### src/rtl/debounce_sync.sv
// rtl/debounce_sync.sv - synchronizer plus two-state debounce FSM driving dout/doutbar
// Optional edge pulses (rise/fall) are built only when DEBOUNCE_EDGE_EN is defined.
module debounce_sync #(
  parameter int SYNC_STAGES     = 2,
  parameter int DEBOUNCE_CYCLES = 4
) (
  input  logic clk,
  input  logic rst,
  input  logic din,
  output logic dout,
  output logic doutbar,
  output logic busy
`ifdef DEBOUNCE_EDGE_EN
  ,
  output logic rise,
  output logic fall
`endif
);

  localparam int CW = $clog2(DEBOUNCE_CYCLES + 1);
  localparam logic [CW-1:0] CNT_MAX = CW'(DEBOUNCE_CYCLES - 1);

  typedef enum logic {STABLE = 1'b0, CHECK = 1'b1} state_t;

  logic [SYNC_STAGES-1:0] sync_ff;
  logic                   sync_q;
  state_t                 state, state_n;
  logic [CW-1:0]          cnt, cnt_n;
  logic                   toggle;

  assign sync_q = sync_ff[SYNC_STAGES-1];

  // Synchronizer chain: din enters at bit 0, only the last stage is used.
  always_ff @(posedge clk) begin
    if (rst) begin
      sync_ff <= '0;
    end else begin
      sync_ff <= {sync_ff[SYNC_STAGES-2:0], din};
    end
  end

  // State register: FSM state, counter and the dout/doutbar pair update together.
  always_ff @(posedge clk) begin
    if (rst) begin
      state   <= STABLE;
      cnt     <= '0;
      dout    <= 1'b0;
      doutbar <= 1'b1;
    end else begin
      state <= state_n;
      cnt   <= cnt_n;
      if (toggle) begin
        dout    <= ~dout;
        doutbar <= dout;
      end
    end
  end

  // Next-state logic: count consecutive mismatches, drop back to STABLE on a glitch.
  always_comb begin
    state_n = state;
    cnt_n   = cnt;
    toggle  = 1'b0;
    case (state)
      STABLE: begin
        cnt_n = '0;
        if (sync_q != dout) begin
          if (DEBOUNCE_CYCLES == 1) begin
            toggle = 1'b1;
          end else begin
            state_n = CHECK;
            cnt_n   = CW'(1);
          end
        end
      end
      CHECK: begin
        if (sync_q == dout) begin
          state_n = STABLE;
          cnt_n   = '0;
        end else if (cnt == CNT_MAX) begin
          toggle  = 1'b1;
          state_n = STABLE;
          cnt_n   = '0;
        end else begin
          cnt_n = cnt + CW'(1);
        end
      end
    endcase
  end

  // Output logic: busy marks an in-progress check.
  always_comb begin
    busy = (state == CHECK);
  end

`ifdef DEBOUNCE_EDGE_EN
  // Edge pulses: registered on the same edge that flips dout, so they show the following cycle.
  always_ff @(posedge clk) begin
    if (rst) begin
      rise <= 1'b0;
      fall <= 1'b0;
    end else begin
      rise <= toggle & ~dout;
      fall <= toggle & dout;
    end
  end
`endif

endmodule

### config.mk
export PLATFORM = sky130hd
export DESIGN_NAME = debounce_sync
export DESIGN_NICKNAME = d
export VERILOG_FILES = /design/src/rtl/debounce_sync.sv
export SDC_FILE = /design/constraint.sdc
export NUM_CORES = 1
export LEC_CHECK = 0
export ABC_AREA = 1
export BUFFER_PORTS_ARGS = -buffer_cell sky130_fd_sc_hd__buf_2
export CORE_AREA = 2 2 39 41
export DETAILED_ROUTE_END_ITERATION = 8
export DIE_AREA = 0 0 41 43
export HOLD_SLACK_MARGIN = 0.15
export PLACE_DENSITY = 0.5
export SLEW_MARGIN = 20
export SYNTH_ARGS = -nofsm -noshare
export SYNTH_HDL_FRONTEND = slang
export SYNTH_SLANG_ARGS = --single-unit
### constraint.sdc
create_clock -name clk -period 1.4 [get_ports clk]
set_input_delay 0.07 -clock clk [delete_from_list [all_inputs] [get_ports clk]]
set_output_delay 0.07 -clock clk [all_outputs]
set_load 0.05 [all_outputs]
* Yosys cells after proc, flatten, opt, wreduce, memory -nomap -nowiden *
Cells that the tools add are included.

cells by class
  add/subtract/negate cells = 1
  equal/unequal tests = 3
  mux-type cells = 11
  bitwise gates (word level) = 2

operators with widths
  operator               count
  $mux W1                7
  $mux W3                2
  $pmux W3 S2            1
  $add A3 B1 Y3 const B  1
  $eq A3 B2 Y1 const B   1
  $not A1 Y1             2
  $pmux W1 S2            1
  $eq A1 B1 Y1           1
  $ne A1 B1 Y1           1

word-level totals
  bits in registers = 8
  bits of input ports = 3
  output and inout bits = 3
  word-level logic and storage cells = 22

* Longest topological paths before layout *
  depth after elaboration = 4
  mapped depth = 7
  depth with buffers taken out = 7

* Least setup slack after synthesis *
No wires, ideal clock.

  kind = register to register
  from = register state, in the netlist busy
  to = register dout
  setup time = 117 ps
  data arrival time = 1034 ps
  data required time = 1283 ps
  slack = 249 ps
  stages on the path, launching flop included = 4
  buffers on the path = 0
  period minus slack after synthesis = 1151 ps
  cell sequence = dfxtp_1 > nand2_1 > o21ai_0 > nor2_1

between the ends
  word-level cells in the longest chain between the ends = 1

ends and longest elaborated chain
  item                    RTL line  source
  start, declared         27        state_t state, state_n;
  start signal, assigned  50        state <= state_n;
  $mux W1                 64        case (state)
  end signal, assigned    53        dout <= ~dout;
  end, declared           10        output logic dout,

Every way passes these cells.
A chain may end at the register's enable or synchronous reset.

* Final worst setup path *
  from = input port rst
  to = register sync_ff[0]

RTL lines
  item                  RTL line  source
  start, declared       8         input logic rst,
  end signal, assigned  38        sync_ff <= {sync_ff[SYNC_STAGES-2:0], din};
  end, declared         25        logic [SYNC_STAGES-1:0] sync_ff;

No word-level cell between the ends.

==> run summary <==
Die H: 43 um
Clk Latency, worst-skew pair: 0.25 ns
Synthesized Nets: 48
Iter 0 DRT Violations: 3
crit path from: rst
initial antenna violation count: 0
Fin Clk Skew: 0.00525 ns
R2R cell count: 6
CTS root buffer: clkbuf_4
maximum root-to-sink buffer count: 2
#FFs+latches synth: 8
largest net degree at the start of global routing: 5
Setup Buffers After CTS: 0
Overall Global Routing Usage: 8.69%
Slew Limit Fails: 0
gr ovfl total: 0
fmax: 845 MHz
Net Sw Power: 0.0872 mW
RSZ-0062 raised after global routing: false
status: complete, no violations
Max-cap violations: 0
P_leak: 0.200 nW
Synth Flop Type: dfxtp_1
post-route setup TNS: 0 ns
Synth area leader: dfxtp_1
main combinational cell family by area after synthesis: simple AND/OR/NAND/NOR gates
family with the most delay on the worst path: buffers and inverters
r2r startpoint: cnt[0]
share of layout cells above drive strength 1: 20.8%
critical path depth: 4
1st-pass router iterations: 2
register area share after synthesis: 49.4%
minimum clock period: 1.18 ns
PD cells: 1040 nW/um^2
Synth Area in XOR/XNOR: 0%
worst endpoint required time: 1.59 ns
Netlist Area Pre-Place: 324 sq um
# H-tree levels: 1
R2R Setup Slk: 0.24 ns
worst-margin pin slew: 0.249 ns
core area: 1380 sq um
Synth top area share: 49.4%
Switching Fraction: 20.4%
crit path DAT: 1.37 ns
IO Pins: 6
number of rows created at floorplan: 14
largest cells by area after synthesis: dfxtp_1 49%, inv_1 12%, nor2_1 12%, nand2_1 8.1%, ha_1 7.7%
Synth cell types: 9
vias per cell: 3.81
die area: 1760 sq um
Flop pwr share: 54.9%
Worst path slowest cell: dlygate4sd3_1
cells after synthesis: 43
first-pass GRT wire length: 966 um
multiplexer share of the synthesized area: 0%
combinational share of power: 5.5%
Crit path buffers/inverters: 3
clock sink count: 8
period utilization: 84.5%
Post-Place Setup Slack: 0.238 ns
clock power share: 39.6%
Synth warnings: 0
Final WS setup: 0.217 ns
final WL: 492 um
total power: 0.428 mW
CP max stage delay: 0.55 ns
Buffers on Ports: 5
Max-Slew Margin vs Limit: 83.5%
cell internal pwr: 0.341 mW
synthesized area per cell: 7.54 sq um
crit-path cells: dlygate4sd3_1 > buf_2 > nor2_1 > dlygate4sd3_1
routed via count: 263
Crit Path Max Fanout: 4
Clock transition at path regs: 0.05 ns
setup violators final: 0
CP endpoint kind: register
Adder-Cell Fraction of Synth Area: 7.72%
Starting Density: 23.4%
# DRC: 0
worst-case vdd ir drop: 477 uV
post-synthesis simple-gate area fraction: 26.6%
Final Hold Viols: 0
Compound-Gate Fraction of Synth Area: 4.63%
WHS Path Cells: 2
chip width: 41 um
Worst setup SP type: input pin
commonest cells in the netlist: 10 x inv_1, 10 x nor2_1, 8 x dfxtp_1
Setup crit end: sync_ff[0]
reg2reg end: dout
Post-DP HPWL: 391 um
crit path kind: input pin to register
n_diodes: 0
CTS tree: done
asr flop ratio synth: 0%
hold crit path type: register to register
CTS buffer count: 3
Layout area overhead: 27.0%
number of enable flip-flop cells after synthesis: 0
DRT antenna net count: 0
vias in the first global route: 253
Placer Congestion: 0.774
Nets: 60
most used cell, CP: dlygate4sd3_1
routed length per instance: 7.13 um
## cells by family (layout without fill, tap and decap cells)
family / Yosys count / count (layout)
buffers and inverters: 10 / 20
DFF: 8 / 8
and+or+nand+nor: 20 / 20
AOI/OAI and AO/OA: 3 / 3
adders and majority gates: 2 / 2
## layout by cell type, fill, tap and decap left out
master         count
nor2_1            10
inv_1             10
ha_1               2
nand3_2            1
nand2_1            7
a21oi_1            1
buf_2              5
o21ai_0            2
dfxtp_1            8
clkbuf_4           3
dlygate4sd3_1      2
nand2_2            2
## worst min path at each step
stage	to	from	slack (ns)
floorplan	sync_ff[0]	rst	0.14
global placement	sync_ff[0]	din	0.27
CTS	sync_ff[1]	sync_ff[0]	0.41
detailed placement	sync_ff[0]	rst	0.27
global route	sync_ff[1]	sync_ff[0]	0.43
finish	sync_ff[1]	sync_ff[0]	0.41
## area by class of cell
cell class	instances	area (sq um)
clock buffers	3	22.5
fillers	159	972
inverters	10	37.5
multi-input cells	25	126
flip-flops and latches	8	160
well taps	16	20.0
repair buffers	7	45.0
## worst register-to-register path, cell delays in order (launching register included)
cell	delay, ns
dfxtp_1	0.31
ha_1	0.19
ha_1	0.20
nand2_1	0.11
inv_1	0.07
a21oi_1	0.12
nor2_1	0.05
## per-layer routing
layer	track usage, %	vias up	wire [um]
met5	0	-	0
li1	-	147	-
met4	2.00	0	0
met2	11.6	7	242
met1	9.18	109	192
met3	9.42	0	58
## registers in the layout, summed over array words and instances (netlist names)
register,flops
dout,1
cnt,3
doutbar,1
sync_ff,2
busy,1
## stage by stage
stage / instances / hold slack (ns) / instance area [sq um] / util (%)
floorplan: 43 / 0.141 / 324 / -
global placement: 64 / 0.270 / 369 / 26.7
detailed placement: 64 / 0.274 / 369 / 26.7
CTS: 69 / 0.409 / 412 / 29.7
global route: 69 / 0.429 / 412 / 29.7
finish: 69 / 0.406 / 412 / 29.7
## power by group through the flow
stage               clock network (mW)  logic, mW  registers, mW
global route                     0.201     0.0274          0.235
finish                           0.170     0.0235          0.235
CTS                              0.180     0.0239          0.235
detailed placement                   0     0.0197          0.239
global placement                     0     0.0197          0.239
floorplan                            0     0.0109          0.241
## repair_timing
| action | CTS | global route |
|---|---|---|
| hold endpoints to repair | 4 | 0 |
| hold buffers | 2 | 0 |
| resized for setup | 0 | 0 |
No activity file was read; power rests on OpenSTA's default activity.
